==> config.mk <==
export PLATFORM = sky130hd
export DESIGN_NAME = timer_sched_ctrl_flat
export DESIGN_NICKNAME = d
export VERILOG_FILES = /design/src/rtl/timer_sched_if.sv /design/src/rtl/timer_sched_ctrl.sv /design/src/flat_wrapper.sv
export SDC_FILE = /design/constraint.sdc
export NUM_CORES = 1
export LEC_CHECK = 0
export ABC_AREA = 1
export BUFFER_PORTS_ARGS = -buffer_cell sky130_fd_sc_hd__buf_2
export CORE_MARGIN = 2
export CORE_UTILIZATION = 25
export DETAILED_ROUTE_END_ITERATION = 10
export PLACE_DENSITY = 0.52
export SYNTH_ARGS = -nofsm -noshare
export SYNTH_HDL_FRONTEND = slang
export SYNTH_SLANG_ARGS = --single-unit
==> constraint.sdc <==
create_clock -name clk -period 3.3 [get_ports clk]
set_input_delay 0.66 -clock clk [delete_from_list [all_inputs] [get_ports clk]]
set_output_delay 0.66 -clock clk [all_outputs]
set_load 0.05 [all_outputs]
==> src/rtl/timer_sched_if.sv <==
// Command/status bundle between the control layer and the interval timer.
// The master drives commands and configuration; the slave (timer) returns count and status.
interface timer_sched_if #(
  parameter int PRESC_W = 8
);
  logic               start;
  logic               stop;
  logic               hold;
  logic               mode;
  logic               dir;
  logic [31:0]        preset;
  logic [PRESC_W-1:0] presc;
  logic               irq_ack;
  logic [31:0]        cnt;
  logic               busy;
  logic               tc;
  logic               irq;
  logic               overrun;

  modport master (
    output start, stop, hold, mode, dir, preset, presc, irq_ack,
    input  cnt, busy, tc, irq, overrun
  );

  modport slave (
    input  start, stop, hold, mode, dir, preset, presc, irq_ack,
    output cnt, busy, tc, irq, overrun
  );
endinterface

==> src/rtl/timer_sched_ctrl.sv <==
// Programmable interval timer: 32-bit up/down count on prescaled ticks,
// one-shot or periodic reload, terminal-count pulse, sticky irq and overrun.
module timer_sched_ctrl #(
  parameter int PRESC_W = 8
) (
  input  logic         clk,
  input  logic         rst_n,
  timer_sched_if.slave bus
);

  localparam logic [0:0] ST_IDLE = 1'b0;
  localparam logic [0:0] ST_RUN  = 1'b1;

  logic [0:0]         r_state;
  logic [31:0]        r_cnt;
  logic [31:0]        r_preset_q;
  logic               r_mode_q;
  logic               r_dir_q;
  logic [PRESC_W-1:0] r_presc_q;
  logic [PRESC_W-1:0] r_psc;
  logic               r_tc;
  logic               r_irq;
  logic               r_ovr;

  logic w_run;
  logic w_start;
  logic w_stop;
  logic w_tick;
  logic w_at_end;
  logic w_term;

  assign w_run    = (r_state == ST_RUN);
  // stop always beats start, even in IDLE where stop itself does nothing
  assign w_start  = bus.start & ~bus.stop;
  assign w_stop   = bus.stop & w_run;
  // a command in the same cycle pre-empts the tick, so restart/abort never emit tc
  assign w_tick   = w_run & ~bus.start & ~bus.stop & ~bus.hold & (r_psc == r_presc_q);
  assign w_at_end = r_dir_q ? (r_cnt == 32'hFFFF_FFFF) : (r_cnt == 32'h0000_0000);
  assign w_term   = w_tick & w_at_end;

  always_ff @(posedge clk or negedge rst_n) begin
    if (!rst_n) begin
      r_state    <= ST_IDLE;
      r_cnt      <= '0;
      r_preset_q <= '0;
      r_mode_q   <= 1'b0;
      r_dir_q    <= 1'b0;
      r_presc_q  <= '0;
      r_psc      <= '0;
      r_tc       <= 1'b0;
      r_irq      <= 1'b0;
      r_ovr      <= 1'b0;
    end else begin
      r_tc <= w_term;

      if (w_start) begin
        r_preset_q <= bus.preset;
        r_mode_q   <= bus.mode;
        r_dir_q    <= bus.dir;
        r_presc_q  <= bus.presc;
        r_cnt      <= bus.preset;
        r_psc      <= '0;
        r_state    <= ST_RUN;
      end else if (w_stop) begin
        r_state <= ST_IDLE;
        r_psc   <= '0;
      end else if (w_run && !bus.hold) begin
        if (w_tick) begin
          r_psc <= '0;
          if (w_term) begin
            // periodic reload lands on the terminal edge itself: no dead cycle
            if (r_mode_q) begin
              r_cnt <= r_preset_q;
            end else begin
              r_state <= ST_IDLE;
            end
          end else if (r_dir_q) begin
            r_cnt <= r_cnt + 32'd1;
          end else begin
            r_cnt <= r_cnt - 32'd1;
          end
        end else begin
          r_psc <= r_psc + 1'b1;
        end
      end

      if (w_term) begin
        r_irq <= 1'b1;
      end else if (bus.irq_ack) begin
        r_irq <= 1'b0;
      end

      // start and a terminal tick are mutually exclusive, so at most one branch fires
      if (w_start) begin
        r_ovr <= 1'b0;
      end else if (w_term && r_irq && !bus.irq_ack) begin
        r_ovr <= 1'b1;
      end
    end
  end

  assign bus.cnt     = r_cnt;
  assign bus.busy    = w_run;
  assign bus.tc      = r_tc;
  assign bus.irq     = r_irq;
  assign bus.overrun = r_ovr;

endmodule

==> src/flat_wrapper.sv <==
// flat-port wrapper written by rule: the top's interface ports become plain ports
module timer_sched_ctrl_flat 
#(
  parameter int PRESC_W = 8
)
  (clk, rst_n, bus_start, bus_stop, bus_hold, bus_mode, bus_dir, bus_preset, bus_presc, bus_irq_ack, bus_cnt, bus_busy, bus_tc, bus_irq, bus_overrun);
  timer_sched_if #(.PRESC_W(PRESC_W)) bus_i ();
  input  logic clk;
  input  logic rst_n;
  input wire logic [$bits(bus_i.start)-1:0] bus_start;
  input wire logic [$bits(bus_i.stop)-1:0] bus_stop;
  input wire logic [$bits(bus_i.hold)-1:0] bus_hold;
  input wire logic [$bits(bus_i.mode)-1:0] bus_mode;
  input wire logic [$bits(bus_i.dir)-1:0] bus_dir;
  input wire logic [$bits(bus_i.preset)-1:0] bus_preset;
  input wire logic [$bits(bus_i.presc)-1:0] bus_presc;
  input wire logic [$bits(bus_i.irq_ack)-1:0] bus_irq_ack;
  output wire logic [$bits(bus_i.cnt)-1:0] bus_cnt;
  output wire logic [$bits(bus_i.busy)-1:0] bus_busy;
  output wire logic [$bits(bus_i.tc)-1:0] bus_tc;
  output wire logic [$bits(bus_i.irq)-1:0] bus_irq;
  output wire logic [$bits(bus_i.overrun)-1:0] bus_overrun;
  assign bus_i.start = bus_start;
  assign bus_i.stop = bus_stop;
  assign bus_i.hold = bus_hold;
  assign bus_i.mode = bus_mode;
  assign bus_i.dir = bus_dir;
  assign bus_i.preset = bus_preset;
  assign bus_i.presc = bus_presc;
  assign bus_i.irq_ack = bus_irq_ack;
  assign bus_cnt = bus_i.cnt;
  assign bus_busy = bus_i.busy;
  assign bus_tc = bus_i.tc;
  assign bus_irq = bus_i.irq;
  assign bus_overrun = bus_i.overrun;
  timer_sched_ctrl #(.PRESC_W(PRESC_W)) u_core (.clk(clk), .rst_n(rst_n), .bus(bus_i));
endmodule
==> metrics <==
status complete, no violations; Simple-Gate Fraction of Synth Area 0.426; post-route cell area 7980 um^2; Initial Util 0.255; share of cells above drive strength 1 0.0984; Fmax 355 MHz; number of synthesized register bits 86; Setup-failing EPs final 0; post-synthesis async set-or-reset flop share 1.00; total gr overflow 0; largest net degree at the start of global routing 46; post-synth top area share 0.312; Critical Path RT 3.56 ns; Mapped Area 6890 um^2; cell mode on critical path nand2_1; Max FO, Critical Path 32; Area growth, synth to finish 15.8%; worst min-delay path class primary input to async pin; WP data arrival 3.08 ns; synth cell count leaders nand2_1 (502), inv_1 (167), nor2_1 (136), dfrtp_1 (86), nand3_1 (61); Die X 170 um; count of cells resized by post-cts repair 0; Crit path largest cell delay 0.44 ns; # IOs 84; GP Congestion 0.902; Worst Max-Slew Pin Slew 0.684 ns; Max-cap violations 0; crit path launch type flop; Vias/cell 4.48; DP Worst Slack 0.490 ns; slew margin rel. 0.543; first-pass GRT wire length 36900 um; sequential fraction of the synthesis area 0.312; Rows 60; DP HPWL 18400 um; Worst Skew 0.0140 ns; EDFF count, synth 0; # port buffers 83; power per cell area 934 nW/um^2; Final Hold Fails 0; Max Buffers Root-to-Sink 2; fin util 0.295; final net count 1305; drt wl/cell 14.8 um; vias in the first global route 6917; Slew Limit Fails 0; mux contribution to synthesized area 0; initial antenna violation count 0; Root Driver clkbuf_16; Iter 0 DRT Violations 430; area share of fa/ha/maj cells after synthesis 0.0592; Cells after DPL 1555; synth top area cells dfrtp_1 (31%), nand2_1 (27%), inv_1 (9.1%); Crit Path Category flop to flop; CTS clk-pin slew, worst paths 0.08 ns; # diodes 0; Worst Setup End Kind flop; setup TNS 0 ns; largest family of logic cells by synthesized area simple AND/OR/NAND/NOR gates; dpl cell area 7670 um^2; filler instances 3053; yosys warns 0; Non-Filler Instances 1571; vias 7040; Main synth FF type dfrtp_1; post-route DRC violation count 0; xor-xnor portion of the synthesized cell area 0.0254; maximum vdd ir drop 0.000331 V; final period utilization 0.854; LEAKAGE 0.00460 uW; Total Routed Length 23200 um; Synthesized Nets 1224; Num CTS Buffers 9; Post-CTS Hold Buffers 0; most common cell in the netlist nand2_1; crit path max-delay cell type dfrtp_1; post-synthesis cell type count 34; CTS tree yes; postcts setup bufs 0; mean post-synth cell area 6.02 um^2; Tmin final 2.82 ns; clock insertion delay at the later pin of the skew report 0.36 ns; Core Area 27000 um^2; die height 170 um; die area 28900 um^2; CTS Sinks 86; RSZ-0062 raised after global routing no; post-route setup slack 0.482 ns; GRT Util Overall 0.166; H-tree depth 3; DRT Pass-1 Iters 5; ANT nets after route 0; critical-path cell list inv_1 -> buf_4 -> nand2_1 -> nor2_1 -> nand2_1 -> nand2_1 -> nand2_4 -> nand2_8 -> nand2_1 -> nand2_1 -> nand2_1 -> nand2_1 -> nand2_1; area leader, netlist dfrtp_1; compound-cell area share of the yosys netlist 0.0654; Synth Instances 1144
-- critical path: cells and delay by family, from the launching register on --
family,cells,cell delay [ns]
buffers and inverters,2,0.67
AND/OR/NAND/NOR,11,1.59
flip-flops,1,0.44
-- power by group --
group	leakage [uW]	internal [uW]	total, uW	switching, uW
registers	0.00107	1310	1730	418
clock network	0.000150	604	1110	507
logic	0.00339	1450	4610	3160
-- cell usage in the layout, fill, tap and decap left out, types with 6 or more instances in the layout --
master and n:
nand2_1 502, dfrtp_1 86, clkbuf_16 9, nor3_1 10
o21ai_0 16, ha_1 31, a21oi_2 6, nand4_1 13
a21oi_1 29, inv_1 167, buf_4 7, o21ai_1 24
nand3_1 61, xnor2_1 16, buf_2 82, nor2_1 136
-- routing by layer --
layer | GRT usage | vias to the layer above | routed length [um]
met5 | 0 | - | 0
met4 | 0.0624 | 0 | 550
met3 | 0.0156 | 31 | 794
met2 | 0.272 | 157 | 10600
met1 | 0.226 | 3176 | 11300
li1 | - | 3676 | -
-- cell type report --
type                       count  area, um^2  share of cell area
clock inverter                 6        76.3             0.00957
sequential                    86        2150               0.270
timing repair buffer          90         483              0.0606
tap                          341         427              0.0535
clock buffer                  10         229              0.0287
multi-input combinational    867        3970               0.497
inverter                     171         642              0.0805
-- cells by family after synthesis --
| group | Yosys count |
|---|---|
| AO/OA/AOI/OAI | 82 |
| XOR/XNOR | 20 |
| adder cells (fa/ha/maj) | 32 |
| buffers and inverters | 191 |
| flip-flops | 86 |
| AND/OR/NAND/NOR | 733 |
-- sequential cells by signal, indices dropped and copies added, names as in the netlist --
signal              count
u_core.r_psc            8
u_core.r_presc_q        8
u_core.bus.busy         1
u_core.bus.cnt         32
u_core.r_preset_q      32
u_core.bus.overrun      1
u_core.r_dir_q          1
u_core.bus.irq          1
u_core.bus.tc           1
u_core.r_mode_q         1
-- worst paths after layout --
check                           slack (ns)                  start  cells after the start                     to
min in group clk                      0.47  u_core.r_preset_q[27]                      2  u_core.r_preset_q[27]
worst max-delay path                  0.48         u_core.r_dir_q                     13     u_core.bus.cnt[22]
worst max register to register        0.48         u_core.r_dir_q                     13     u_core.bus.cnt[22]
worst min-delay path                  0.30                  rst_n                      1     u_core.bus.cnt[26]
max in group asynchronous             2.32                  rst_n                      2    u_core.r_presc_q[4]
worst min register to register        0.47  u_core.r_preset_q[27]                      2  u_core.r_preset_q[27]
-- stage by stage --
step                      total power (uW)  hold slack (ns)
after CTS                             7480            0.327
after global routing                  8170            0.352
after detailed placement              6330            0.453
after global placement                6340            0.449
final                                 7450            0.299
after floorplan                       5070            0.364
(Power assumes the default switching activity.)
